[config.mk]
export PLATFORM = sky130hd
export DESIGN_NAME = id_ex_stage
export DESIGN_NICKNAME = d
export VERILOG_FILES = /design/src/rtl/id_ex_stage.sv
export SDC_FILE = /design/constraint.sdc
export NUM_CORES = 1
export LEC_CHECK = 0
export CAP_MARGIN = 5
export CORE_UTILIZATION = 41
export CTS_CLUSTER_DIAMETER = 200
export DETAILED_ROUTE_END_ITERATION = 7
export PLACE_DENSITY_LB_ADDON = 0.05
export RECOVER_POWER = 25
export SLEW_MARGIN = 30
export SYNTH_ARGS = -nofsm -noshare
export SYNTH_HDL_FRONTEND = slang
export SYNTH_SLANG_ARGS = --single-unit
[constraint.sdc]
create_clock -name clk -period 2.9 [get_ports clk]
set_input_delay 0.58 -clock clk [delete_from_list [all_inputs] [get_ports clk]]
set_output_delay 0.58 -clock clk [all_outputs]
set_load 0.02 [all_outputs]
[src/rtl/id_ex_stage.sv]
// ---------------------------------------------------------------------------
// id_ex_stage -- decode/execute pipeline register with load-use interlock.
//
// Holds one instruction between decode and execute. It advances when execute
// accepts the held instruction or the slot is empty. When the held
// instruction is a load whose destination feeds a source operand of the
// decoding instruction, one bubble is inserted and decode is stalled for a
// single cycle. A flush kills the decode slot only.
//
// Configuration:
//   ID_EX_FLOAT_HAZARD_EN  when defined, float-load-use hazards (flw followed
//                          by a float consumer) are also interlocked; f0 is
//                          not exempt. Undefined: integer hazards only.
//
// Ports:
//   clk, rst_n              clock, asynchronous active-low reset
//   id_valid / id_ready     decode handshake (id_ready is combinational)
//   id_signals[18:0]        control bundle (4 RegWrite, 5 MemRead,
//                           15 float reg write, 16/17 dataA/dataB float sel)
//   id_pc, id_dataA, id_dataB, id_imm   32-bit decode payload
//   id_rs1, id_rs2, id_rd   register indices
//   flush                   redirect; kills the decode slot
//   ex_ready / ex_valid     execute handshake
//   ex_*                    registered copies of the id_* payload
//   bubble_cnt[7:0]         saturating count of load-use bubbles
// ---------------------------------------------------------------------------
module id_ex_stage (
  input  logic        clk,
  input  logic        rst_n,
  input  logic        id_valid,
  output logic        id_ready,
  input  logic [18:0] id_signals,
  input  logic [31:0] id_pc,
  input  logic [31:0] id_dataA,
  input  logic [31:0] id_dataB,
  input  logic [31:0] id_imm,
  input  logic [4:0]  id_rs1,
  input  logic [4:0]  id_rs2,
  input  logic [4:0]  id_rd,
  input  logic        flush,
  input  logic        ex_ready,
  output logic        ex_valid,
  output logic [18:0] ex_signals,
  output logic [31:0] ex_pc,
  output logic [31:0] ex_dataA,
  output logic [31:0] ex_dataB,
  output logic [31:0] ex_imm,
  output logic [4:0]  ex_rs1,
  output logic [4:0]  ex_rs2,
  output logic [4:0]  ex_rd,
  output logic [7:0]  bubble_cnt
);

  localparam int unsigned SIG_REG_WRITE   = 4;
  localparam int unsigned SIG_MEM_READ    = 5;
  localparam int unsigned SIG_FREG_WRITE  = 15;
  localparam int unsigned SIG_A_FLOAT_SEL = 16;
  localparam int unsigned SIG_B_FLOAT_SEL = 17;

  logic advance;
  logic rs1_match;
  logic rs2_match;
  logic hazard_int;
  logic hazard_flt;
  logic hazard;

  // The register may take a new entry when execute drains it or it is empty.
  assign advance   = ex_ready | ~ex_valid;

  assign rs1_match = (ex_rd == id_rs1);
  assign rs2_match = (ex_rd == id_rs2);

  // Integer load-use: x0 never carries a dependency. The float-select bits
  // say the operand comes from the float file, so an integer load cannot
  // feed it.
  assign hazard_int = ex_valid & ex_signals[SIG_MEM_READ] & ex_signals[SIG_REG_WRITE]
                    & (ex_rd != 5'd0)
                    & ((rs1_match & ~id_signals[SIG_A_FLOAT_SEL])
                     | (rs2_match & ~id_signals[SIG_B_FLOAT_SEL]));

`ifdef ID_EX_FLOAT_HAZARD_EN
  // Float load-use: f0 is an ordinary register, so no zero exemption.
  assign hazard_flt = ex_valid & ex_signals[SIG_MEM_READ] & ex_signals[SIG_FREG_WRITE]
                    & ((rs1_match & id_signals[SIG_A_FLOAT_SEL])
                     | (rs2_match & id_signals[SIG_B_FLOAT_SEL]));
`else
  // Float-load scheduling is left to software.
  assign hazard_flt = 1'b0;
`endif

  // Only a live, unflushed decode slot can stall.
  assign hazard   = id_valid & ~flush & (hazard_int | hazard_flt);

  // Flush always lets decode go (its instruction is discarded anyway).
  assign id_ready = advance & (flush | ~hazard);

  // NOTE: sequential state uses non-blocking assignments so every register
  // samples the pre-edge values; all state is reset asynchronously.
  always_ff @(posedge clk or negedge rst_n) begin
    if (!rst_n) begin
      ex_valid   <= 1'b0;
      ex_signals <= '0;
      ex_pc      <= '0;
      ex_dataA   <= '0;
      ex_dataB   <= '0;
      ex_imm     <= '0;
      ex_rs1     <= '0;
      ex_rs2     <= '0;
      ex_rd      <= '0;
      bubble_cnt <= '0;
    end else if (advance) begin
      if (flush || hazard || !id_valid) begin
        // Bubble: payload fields are left as they were.
        ex_valid   <= 1'b0;
        ex_signals <= '0;
        if (hazard && (bubble_cnt != 8'hFF)) begin
          bubble_cnt <= bubble_cnt + 8'd1;
        end
      end else begin
        ex_valid   <= 1'b1;
        ex_signals <= id_signals;
        ex_pc      <= id_pc;
        ex_dataA   <= id_dataA;
        ex_dataB   <= id_dataB;
        ex_imm     <= id_imm;
        ex_rs1     <= id_rs1;
        ex_rs2     <= id_rs2;
        ex_rd      <= id_rd;
      end
    end
  end

endmodule

==> results.py <==
metrics = {
    "worst_setup_path": {
        "worst-setup-path-type": "in -> out",
        "path_cells": "clkdlybuf4s50_1 -> xor2_1 -> nor4_2 -> a22oi_2 -> nor2_1 -> a21oi_1 -> dlygate4sd2_1",
        "crit_buf_inv": 2,
        "crit_family": "buffers and inverters",
        "critPathLaunchType": "input port",
        "critPathSlowestCell": "clkdlybuf4s50_1",
        "cp_slowest_stage_delay_ns": 0.43,
        "path_max_fanout": 2,
        "worstPathRequired_ns": 2.32,
        "endpoint_kind": "output pin",
        "critical_path_arrival_ns": 2.16,
    },
    "clock_network": {
        "cts_tree": "yes",
        "path_clk_slew_ns": 0.06,
        "clock_latency_ns": 0.43,
        "cts_buffers": 17,
        "clock_tree.buffer_depth": 2,
        "cts-root-buf": "clkbuf_16",
        "cts_max_level": 4,
        "cts.sinks": 171,
        "ctsHoldBuffers": 0,
    },
    "route": {
        "via_per_inst": 4.81,
        "num_vias": 4787,
        "drtIter0Drc": 123,
        "drtAntennaViolNets": 0,
        "drt_first_pass_iters": 6,
        "wl_per_cell_um": 19.0,
        "drc": 0,
        "routed_wirelength_um": 18900,
    },
    "sta": {
        "rsz0062_at_grt": "false",
        "skew_ns": 0.00922,
        "hold_violations": 0,
        "relSlewSlack_pct": -5.38,
        "holdWs_ns": 0.507,
        "fin_crit_sh_pct": 94.4,
        "drv_slew": 60,
        "setup_viol": 0,
        "max_freq_mhz": 365,
        "max_slew.worst_pin.slew_ns": 1.58,
        "fin_ws_ns": 0.163,
        "fin_crit_ns": 2.74,
    },
    "synthesis": {
        "synthArstFlopShare_pct": 100,
        "netlist_area_sq_um": 6900,
        "synth_cells": 403,
        "synth_edf_count": 0,
        "ys_ff_latch": 171,
        "synthSimpleGateAreaFrac_pct": 2.23,
        "synth.largest_area_cell": "dfrtp_1",
        "muxShareOfSynthArea_pct": 26.8,
        "synth_xor_area_share_pct": 2.16,
        "ys_types": 32,
        "synthTopCellsByArea": "dfrtp_1 (62%), mux2_2 (13%), mux2_4 (13%)",
        "yosysWarnings": 0,
        "syn_avg_cell_area_sq_um": 17.1,
        "synth_fa_ha_area_share_pct": 0.181,
        "synth_ff_type": "dfrtp_1",
        "synth_nets": 571,
        "synth-seq-area-share_pct": 62.0,
        "synth_top_area_share_pct": 62.0,
        "synth_top_family_by_area": "multiplexers",
        "synth_compound_area_share_pct": 3.14,
    },
    "placement": {
        "gp_congestion": 0.833,
        "placedCellCount": 964,
        "place_ws_ns": -0.0940,
        "postPlaceCellArea_sq_um": 10600,
        "dp_hpwl_um": 14200,
        "io_buffer_count": 338,
    },
    "global_route": {
        "grt_use_total_pct": 23.0,
        "antenna_found_initial": 0,
        "grt_pass1_wl_um": 30300,
        "grt_max_degree": 61,
        "grt-ovfl-total": 0,
        "grt_pass1_vias": 5330,
    },
    "power_and_ir_drop": {
        "leakagePower_nw": 4.81,
        "vdd_drop_max_mv": 0.440,
        "internal-power_mw": 5.51,
        "p_clk_share_pct": 31.9,
        "pwr-share-seq_pct": 38.7,
        "power_density_nw_per_um2": 684,
        "sw_frac_of_total_pct": 28.4,
        "power.switching_mw": 2.18,
        "power.share.combinational_pct": 29.4,
    },
    "run_status": {
        "violations": "capacitance limit, slew limit",
        "status": "finished with violations",
    },
    "finish": {
        "nFillCells": 1179,
        "multiInputGateArea_sq_um": 2390,
        "fin_nets": 931,
        "utilization_pct": 68.1,
        "fin_area_sq_um": 11300,
        "seqCellArea_sq_um": 4280,
        "antenna_cells": 0,
        "syn2layout_area_growth_pct": 63.2,
        "drive_above_1_share_pct": 26.7,
        "instances_no_fill": 996,
    },
    "die": {
        "die_area_sq_um": 17300,
        "row_count": 47,
        "initial_utilization_pct": 41.7,
        "die_w_um": 132,
        "die_height_um": 132,
        "io_pins": 339,
        "core_area_sq_um": 16500,
    },
    "min_path": {
        "hp-class": "reg -> reg",
    },
    "job": {
        "cap_violations": 1,
    },
}
## synth_stat cells (2+ instances only)
| library cell | count |
|---|---|
| clkbuf_1 | 3 |
| nor2b_1 | 2 |
| xor2_1 | 16 |
| mux2_4 | 61 |
| buf_12 | 6 |
| nor4_2 | 2 |
| buf_4 | 9 |
| nor2_1 | 4 |
| dfrtp_1 | 171 |
| nand3_1 | 3 |
| mux2_2 | 82 |
| a22o_1 | 19 |
| buf_6 | 2 |
| or2_2 | 2 |
| nor4_1 | 3 |
| nand2_1 | 2 |
## cells by family (layout without fill, tap and decap cells)
logic type | count (synthesis) | in the layout
AO/OA/AOI/OAI | 24 | 24
XOR/XNOR | 17 | 17
adder cells (fa/ha/maj) | 1 | 1
buffers and inverters | 21 | 394
flip-flops | 171 | 171
multiplexers | 144 | 144
AND/OR/NAND/NOR | 25 | 25
## layer usage
layer	global-route usage [%]	vias to the layer above	part of all wire, %
li1	-	2161	-
met1	27.0	2367	39
met2	37.8	229	49
met3	8.80	30	8.7
met4	9.30	0	2.5
met5	0	-	0
## layout by cell type, fill, tap and decap left out, types with 6 or more instances in the layout
cell	instances
xor2_1	16
inv_6	6
mux2_2	82
buf_12	10
a22o_1	19
clkdlybuf4s50_1	336
buf_4	12
mux2_4	61
clkbuf_16	17
dfrtp_1	171
## final cells by class
class | instances | share of cell area (%)
sequential | 171 | 38.0
clock inverter | 15 | 1.87
tap | 220 | 2.45
clock buffer | 17 | 3.78
timing repair buffer | 362 | 32.7
multi-input combinational | 211 | 21.2
## what timing repair did
action / in CTS / in global routing
buffers inserted: 0 / 0
setup endpoints to repair: 1 / 0
gates resized for setup: 1 / 0
## worst paths after layout
path	start	endpoint	slack (ns)	cells after the start
max	id_rs1[4]	id_ready	0.16	7
min in group asynchronous	rst_n	ex_dataA[22]	0.53	1
min reg2reg	bubble_cnt[7]	bubble_cnt[7]	0.51	1
min	bubble_cnt[7]	bubble_cnt[7]	0.51	1
max in group asynchronous	rst_n	ex_dataA[17]	0.68	2
max reg2reg	ex_rd[2]	ex_dataA[10]	0.57	9
## registers in the layout, indices dropped and copies added (netlist names)
register / count
ex_rs2: 5
ex_valid: 1
ex_dataB: 32
bubble_cnt: 8
ex_pc: 32
ex_imm: 32
ex_signals: 19
ex_rs1: 5
ex_rd: 5
ex_dataA: 32
## per-stage QoR
step | setup TNS, ns | power (mW)
final | 0 | 7.70
after detailed placement | -0.0940 | 5.30
after floorplan | 0 | 4.06
after global routing | 0 | 8.02
after global placement | -0.106 | 5.26
after CTS | 0 | 7.79
## power groups by stage
stage	Clock [mW]	Combinational, mW	Sequential [mW]
floorplan	0	0.571	3.49
global placement	0	2.26	3.00
detailed placement	0	2.28	3.02
CTS	2.52	2.29	2.98
global route	2.60	2.38	3.03
finish	2.46	2.26	2.98
No activity file was read; power rests on OpenSTA's default activity.
